File: config.mk
export PLATFORM = sky130hd
export DESIGN_NAME = stopwatch_display_mux
export DESIGN_NICKNAME = d
export VERILOG_FILES = /design/src/rtl/stopwatch_display_mux.sv
export SDC_FILE = /design/constraint.sdc
export NUM_CORES = 1
export LEC_CHECK = 0
export CORE_ASPECT_RATIO = 1.4
export CORE_MARGIN = 8
export CORE_UTILIZATION = 40
export CTS_CLUSTER_SIZE = 40
export DETAILED_ROUTE_END_ITERATION = 10
export PLACE_DENSITY = 0.71
export SYNTH_ARGS = -nofsm -noshare
export SYNTH_HDL_FRONTEND = slang
export SYNTH_SLANG_ARGS = --single-unit
File: constraint.sdc
create_clock -name clock -period 2.05 [get_ports clock]
set_input_delay 0.615 -clock clock [delete_from_list [all_inputs] [get_ports clock]]
set_output_delay 0.615 -clock clock [all_outputs]
set_load 0.05 [all_outputs]
File: src/rtl/stopwatch_display_mux.sv
// Seven-segment scan driver for the stopwatch: frame-coherent digit snapshots,
// M.SS.t decimal points, dash for non-BCD codes, and blink/leading-zero blanking.
module stopwatch_display_mux #(
  parameter int CLK_HZ   = 100000000,
  parameter int SCAN_HZ  = 1000,
  parameter int BLINK_HZ = 2,
  parameter int LZ_BLANK = 0
) (
  input  logic       clock,
  input  logic       reset,
  input  logic [3:0] digit_minute,
  input  logic [3:0] digit_sec_tens,
  input  logic [3:0] digit_sec_units,
  input  logic [3:0] digit_tenths,
  input  logic       running,
  input  logic       direction,
  output logic [3:0] anode,
  output logic [6:0] segments,
  output logic       dp,
  output logic [1:0] scan_idx
);

  localparam int SCAN_DIV  = CLK_HZ / SCAN_HZ;
  localparam int BLINK_DIV = CLK_HZ / (2 * BLINK_HZ);
  localparam int SCAN_W    = (SCAN_DIV > 1) ? $clog2(SCAN_DIV) : 1;
  localparam int BLINK_W   = (BLINK_DIV > 1) ? $clog2(BLINK_DIV) : 1;
  localparam logic [SCAN_W-1:0]  SCAN_LAST  = SCAN_W'(SCAN_DIV - 1);
  localparam logic [BLINK_W-1:0] BLINK_LAST = BLINK_W'(BLINK_DIV - 1);

  // Active-low segment pattern {g,f,e,d,c,b,a}; anything outside 0-9 shows a dash.
  function automatic logic [6:0] seg_decode(input logic [3:0] bcd);
    case (bcd)
      4'd0:    seg_decode = 7'b1000000;
      4'd1:    seg_decode = 7'b1111001;
      4'd2:    seg_decode = 7'b0100100;
      4'd3:    seg_decode = 7'b0110000;
      4'd4:    seg_decode = 7'b0011001;
      4'd5:    seg_decode = 7'b0010010;
      4'd6:    seg_decode = 7'b0000010;
      4'd7:    seg_decode = 7'b1111000;
      4'd8:    seg_decode = 7'b0000000;
      4'd9:    seg_decode = 7'b0010000;
      default: seg_decode = 7'b0111111;
    endcase
  endfunction

  logic [SCAN_W-1:0]  prescale_r;
  logic [BLINK_W-1:0] blink_cnt_r;
  logic               blink_phase_r;
  logic [1:0]         scan_idx_r;
  logic [15:0]        snap_r;
  logic               live_r;
  logic [3:0]         anode_r;
  logic [6:0]         segments_r;
  logic               dp_r;

  logic               scan_tick_s;
  logic               blink_tick_s;
  logic [3:0]         digit_s;
  logic               snap_zero_s;
  logic               blink_en_s;
  logic               lz_hide_s;
  logic               hide_s;
  logic [3:0]         anode_s;
  logic [6:0]         seg_s;
  logic               dp_s;

  assign scan_tick_s  = (prescale_r == SCAN_LAST);
  assign blink_tick_s = (blink_cnt_r == BLINK_LAST);

  // Scan prescaler, digit index, blink timebase and frame snapshot.
  always_ff @(posedge clock or negedge reset) begin
    if (!reset) begin
      prescale_r    <= '0;
      blink_cnt_r   <= '0;
      blink_phase_r <= 1'b1;
      scan_idx_r    <= 2'd0;
      snap_r        <= 16'h0000;
      live_r        <= 1'b0;
    end else begin
      prescale_r  <= scan_tick_s ? '0 : prescale_r + 1'b1;
      blink_cnt_r <= blink_tick_s ? '0 : blink_cnt_r + 1'b1;
      if (blink_tick_s) blink_phase_r <= ~blink_phase_r;
      if (scan_tick_s) begin
        scan_idx_r <= scan_idx_r + 2'd1;
        live_r     <= 1'b1;
        // Latch at the end of the minute slot so the next frame is coherent.
        if (scan_idx_r == 2'd3)
          snap_r <= {digit_minute, digit_sec_tens, digit_sec_units, digit_tenths};
      end
    end
  end

  // Select and decode the current slot, then apply blink and leading-zero blanking.
  always_comb begin
    case (scan_idx_r)
      2'd0:    digit_s = snap_r[3:0];
      2'd1:    digit_s = snap_r[7:4];
      2'd2:    digit_s = snap_r[11:8];
      2'd3:    digit_s = snap_r[15:12];
      default: digit_s = 4'd0;
    endcase
    snap_zero_s = (snap_r == 16'h0000);
    blink_en_s  = (~running & ~snap_zero_s) | (~direction & snap_zero_s);
    lz_hide_s   = (LZ_BLANK != 0) && (scan_idx_r == 2'd3) && (snap_r[15:12] == 4'd0);
    hide_s      = lz_hide_s | (blink_en_s & ~blink_phase_r);
    anode_s     = hide_s ? 4'b1111 : ~(4'b0001 << scan_idx_r);
    seg_s       = seg_decode(digit_s);
    dp_s        = ~((scan_idx_r == 2'd1) | (scan_idx_r == 2'd3));
  end

  // Registered pin drivers; stay dark until the first digit slot after reset.
  always_ff @(posedge clock or negedge reset) begin
    if (!reset) begin
      anode_r    <= 4'b1111;
      segments_r <= 7'h7F;
      dp_r       <= 1'b1;
    end else if (live_r) begin
      anode_r    <= anode_s;
      segments_r <= seg_s;
      dp_r       <= dp_s;
    end else begin
      anode_r    <= 4'b1111;
      segments_r <= 7'h7F;
      dp_r       <= 1'b1;
    end
  end

  assign anode    = anode_r;
  assign segments = segments_r;
  assign dp       = dp_r;
  assign scan_idx = scan_idx_r;

endmodule

; ---- After elaboration in Yosys (flattened, before gate mapping)
; Memories as Yosys holds them, arrays and structs flattened.
; Index checks and enable logic that the tools add are counted.
[totals]
register_bits = 74
output_inout_bits = 14
n_memories = 1
inputBits = 20
rom_bits = 112
[classes]
bitwise = 11
mux = 7
eq_ne = 5
addsub = 3
n_reduce_logical = 3
shift = 1
[memory_table]
columns = name, depth, word_bits, read_ports, rd_clocked_by_memory_dff, write_ports, line
row1 = (name not given), 16, 7, 1, 0, 0, 32  ; case (bcd)
[op_table]
columns = operator, n
row1 = "adder 25 x 1 -> 25 bit, second input constant", 1
row2 = "equality test 25 bit, second input constant", 1
row3 = two-way mux 25 bit, 1
row4 = "adder 17 x 1 -> 17 bit, second input constant", 1
row5 = "equality test 17 bit, second input constant", 1
row6 = two-way mux 17 bit, 1
row7 = zero test 16 bit, 1
row8 = one-hot mux 4 bit (4 select lines), 1
row9 = two-way mux 4 bit, 2
row10 = two-way mux 7 bit, 1
row11 = inverter 1 bit, 5
row12 = "equality test 2 bit, second input constant", 2
row13 = inverter 4 bit, 1
row14 = "left shift 1 x 2 -> 4 bit, first input constant", 1
row15 = AND 1 bit, 3
row16 = "adder 2 x 1 -> 2 bit, second input constant", 1
row17 = "equality test 2 x 1 -> 1 bit, second input constant", 1
row18 = zero test 2 bit, 1
row19 = OR 1 bit, 2
row20 = AND reduction 2 bit, 1
row21 = two-way mux 1 bit, 1

; ---- Logic depth before layout (Yosys ltp)
[logic_depth]
depth_word = 7
ltp_mapped = 9

; ---- Worst setup path after synthesis
; No wires, ideal clock.
[synth_timing]
kind = reg-to-reg
startpoint = register scan_idx_r[0], in the netlist scan_idx[0]
endpoint = register segments_r[0], in the netlist segments[0]
synth_period_minus_slack_ns = 2.524
path_stages_with_launch = 7
setup_slack_ns = -0.474
t_arrival_ns = 2.457
required_ns = 1.983
path_buffers = 0
setup_ns = 0.067
path_cell_list = dfrtp_1 -> inv_1 -> ha_1 -> a222oi_1 -> mux2i_1 -> or4b_2 -> nand3_1
[synth_between]
elab_chain_len = 4
word_cells_on_any_way = 7
[synth_rtl]
columns = element, line
row1 = from (decl), 50  ; logic [1:0] scan_idx_r;
row2 = from (signal assigned), 85  ; scan_idx_r <= scan_idx_r + 2'd1;
row3 = equality test 2 bit (tied with other cells), 96  ; case (scan_idx_r)
row4 = one-hot mux 4 bit (4 select lines) (*), 96
row5 = memory (16 x 7 bit) (*), --
row6 = two-way mux 7 bit (*), 118  ; end else if (live_r) begin
row7 = to (signal assigned), 120  ; segments_r <= seg_s;
row8 = to (decl), 54  ; logic [6:0] segments_r;
; Every way passes the cells marked *; elsewhere a longest branch is shown, timed or not.
; A chain may end at the register's enable or synchronous reset.

; ---- Final worst setup path
; Same ends and word-level chain as after synthesis.

==> results.py <==
metrics = {
    "cells_and_area": {
        "post-route-util_pct": 52.9,
        "nets": 402,
        "antenna_cells": 0,
        "syn2layout_area_growth_pct": 28.1,
        "drive_gt1_share_pct": 27.6,
        "final_cells": 482,
    },
    "critical_path": {
        "crit_path_start": "scan_idx[0]",
        "reg2regPathDepth": 6,
        "path_class": "reg2reg",
        "r2r-end": "segments[0]",
        "r2r-start": "scan_idx[0]",
        "cp_max_fo": 5,
        "cp-endpoint": "segments[0]",
        "r2r_slack_ps": 20,
        "cp-start-kind": "flip-flop",
        "endpoint_kind": "flip-flop",
        "arrival_ps": 2300,
        "crit_required_ps": 2320,
    },
    "global_route": {
        "grt_max_degree": 46,
        "grt.overflow.total": 0,
        "antenna_found_initial": 0,
        "grt_pass1_vias": 2725,
        "grt_first_pass_wirelength_mm": 12.6,
        "track_usage_pct": 13.2,
    },
    "clocking": {
        "tritoncts": "built",
        "clkSinkCount": 74,
        "clkTransAtPathRegs_ps": 60,
        "cts-root-buf": "clkbuf_16",
        "clockBufferDepth": 2,
        "holdBufCountCts": 0,
        "h-tree-depth": 3,
        "clk_latency_ps": 340,
        "cts_inserted_buffers": 9,
    },
    "timing": {
        "tightest_slew_ps": 588,
        "finalClockSkew_ps": 8.45,
        "hold_viol": 0,
        "rsz0062_at_grt": "true",
        "slew_headroom_pct": 60.8,
        "setup_violations": 0,
        "fmax_ghz": 0.493,
        "min_period_ps": 2030,
        "finalCritPeriodShare_pct": 98.9,
        "maxSlewViolCount": 0,
    },
    "floorplan": {
        "die_h_microns": 128,
        "core_area_sq_um": 8610,
        "num_rows": 40,
        "die_w_microns": 95.7,
        "die_area_sq_um": 12200,
        "start_util_pct": 41.3,
        "num_io_pins": 34,
    },
    "route": {
        "postRouteAntennaNets": 0,
        "detail_route.wl_per_cell_microns": 16.2,
        "vias": 2642,
        "drt_iter0_markers": 117,
        "drcViolationCount": 0,
        "first_pass_iters": 4,
        "routed_wl_mm": 7.82,
        "avgViaCountPerCell": 5.48,
    },
    "synthesis": {
        "netlist_area_sq_um": 3560,
        "synth_fp_nets": 345,
        "synth-seq-cells": 74,
        "synthArstFlopShare_pct": 100,
        "yosys_most_used_dff": "dfrtp_1",
        "syn-instance-count": 315,
        "ys_types": 45,
        "synth_edf_count": 0,
        "synth_area_per_cell_sq_um": 11.3,
        "ys_seq_area_share_pct": 52.5,
        "yosys_warnings": 0,
    },
    "placement": {
        "placed_cells": 462,
        "gp_congestion": 0.764,
        "numPortBuffers": 33,
        "dpl.hpwl_mm": 5.40,
    },
    "job": {
        "maxCapViolations": 0,
    },
    "status": {
        "outcome": "finished clean",
    },
    "power_and_ir_drop": {
        "power_density_nw_per_um2": 727,
        "vdd_ir_drop_max_mv": 0.491,
        "leakagePower_nw": 1.94,
    },
    "worst_hold_path": {
        "hp-class": "in2async",
    },
}
-- repair_timing --
action	CTS	global route
pin swaps	1	5
buffers inserted	0	4
setup endpoints to repair	3	7
resized for setup	0	14
gates cloned	0	0
-- logic make-up (layout without fill, tap and decap cells) --
kind of cell / Yosys count / in the layout / share of synthesized area (%)
compound gates: 44 / 44 / 7.81
xor+xnor: 28 / 28 / 6.89
fa+ha+maj: 10 / 10 / 3.52
buf+inv: 26 / 88 / 3.06
flops: 74 / 74 / 52.5
mux: 22 / 22 / 7.84
simple gates: 111 / 111 / 18.4
-- flip-flops by register name (all words and copies together) (netlist names), 2 cells and up --
register	cells
anode	4
blink_cnt_r	25
prescale_r	17
scan_idx	2
segments	7
snap_r	16
-- final cells by class --
cell class                 instances  area [sq um]
tap                              105           131
multi-input combinational        215          1670
inverter                          16          62.6
clock inverter                     6          88.8
sequential                        74          1870
clock buffer                      10           229
fill                             751          4050
timing repair buffer              56           504
-- critical path: stages (launching register included) --
cell      delay [ps]
dfrtp_2          440
inv_4             60
ha_4             170
a222oi_1         470
mux2i_4          160
or4b_4           580
nand3_2           80
-- synthesized netlist by cell type (2+ instances only) --
cell type,count,area share (%)
buf_2,3,0.42
a222oi_1,4,1.1
and4_1,8,2.0
nand4_1,8,1.4
or3_1,9,1.6
o21ai_0,16,2.3
nor2b_1,3,0.53
nand2b_1,2,0.35
clkbuf_1,6,0.63
mux2_2,7,2.2
and2_1,4,0.70
nand3_1,24,3.4
and3_1,3,0.53
mux2_4,10,4.2
a21oi_1,11,1.5
nand2_1,13,1.4
a211oi_1,2,0.42
xnor2_1,17,4.2
nor2_1,17,1.8
o31ai_1,4,0.84
nor4_1,6,1.1
ha_1,10,3.5
dfrtp_1,61,43
or4_1,3,0.63
nor3_1,3,0.42
dfstp_2,13,9.6
mux2i_1,5,1.4
inv_1,16,1.7
xor2_1,11,2.7
-- layout by cell type, fill, tap and decap left out, drive strengths merged, types with 2 or more instances in the layout --
master / count
o21ai: 16
ha: 10
clkdlybuf4s50: 18
mux2i: 5
nor3: 3
nand2: 13
or4b: 2
or4: 3
a222oi: 4
nor4: 7
inv: 17
dfstp: 13
nand2b: 2
a211oi: 2
nand4: 8
nor2: 17
xor2: 11
buf: 38
or3: 9
dfrtp: 61
o31ai: 4
clkinvlp: 2
and3: 3
nor2b: 3
clkbuf: 10
and4: 8
nand3: 25
a21oi: 11
xnor2: 17
bufinv: 2
mux2: 17
and2: 4
-- layer usage --
layer	GRT usage, %	wire, microns	vias to the layer above	part of all wire (%)
met3	4.28	398	16	5.1
met5	0	0	-	0
met1	14.3	3270	1318	42
li1	-	-	1253	-
met4	6.54	172	0	2.2
met2	22.3	3980	55	51
-- worst min path at each step --
stage	endpoint	startpoint	slack [ps]
after floorplan	blink_cnt_r[0]	reset	320
after global placement	blink_cnt_r[0]	blink_cnt_r[0]	440
after global routing	blink_cnt_r[23]	reset	320
final	blink_cnt_r[9]	reset	290
after CTS	blink_cnt_r[24]	reset	300
after detailed placement	blink_cnt_r[0]	blink_cnt_r[0]	450
-- report_power, final --
| part | leakage, nW | switching (mW) | internal, mW |
|---|---|---|---|
| clock | 0.149 | 0.604 | 1.07 |
| sequential | 0.920 | 0.0178 | 1.48 |
| combinational | 0.868 | 0.0687 | 0.0744 |
-- stage by stage --
| step | power [mW] | TNS [ps] | hold slack, ps | area [sq um] | setup WS [ps] |
|---|---|---|---|---|---|
| 6_report | 3.31 | 0 | 289 | 4560 | 22.2 |
| 4_1_cts | 3.34 | 0 | 295 | 4470 | 0.423 |
| 3_3_place_gp | 1.65 | 0 | 436 | 4150 | 53.0 |
| 2_1_floorplan | 1.56 | -97.6 | 319 | 3600 | -48.8 |
| 5_1_grt | 3.42 | -400 | 322 | 4560 | -111 |
| 3_5_place_dp | 1.65 | 0 | 446 | 4150 | 14.4 |
Note: power is estimated with default switching activity, not from simulation.
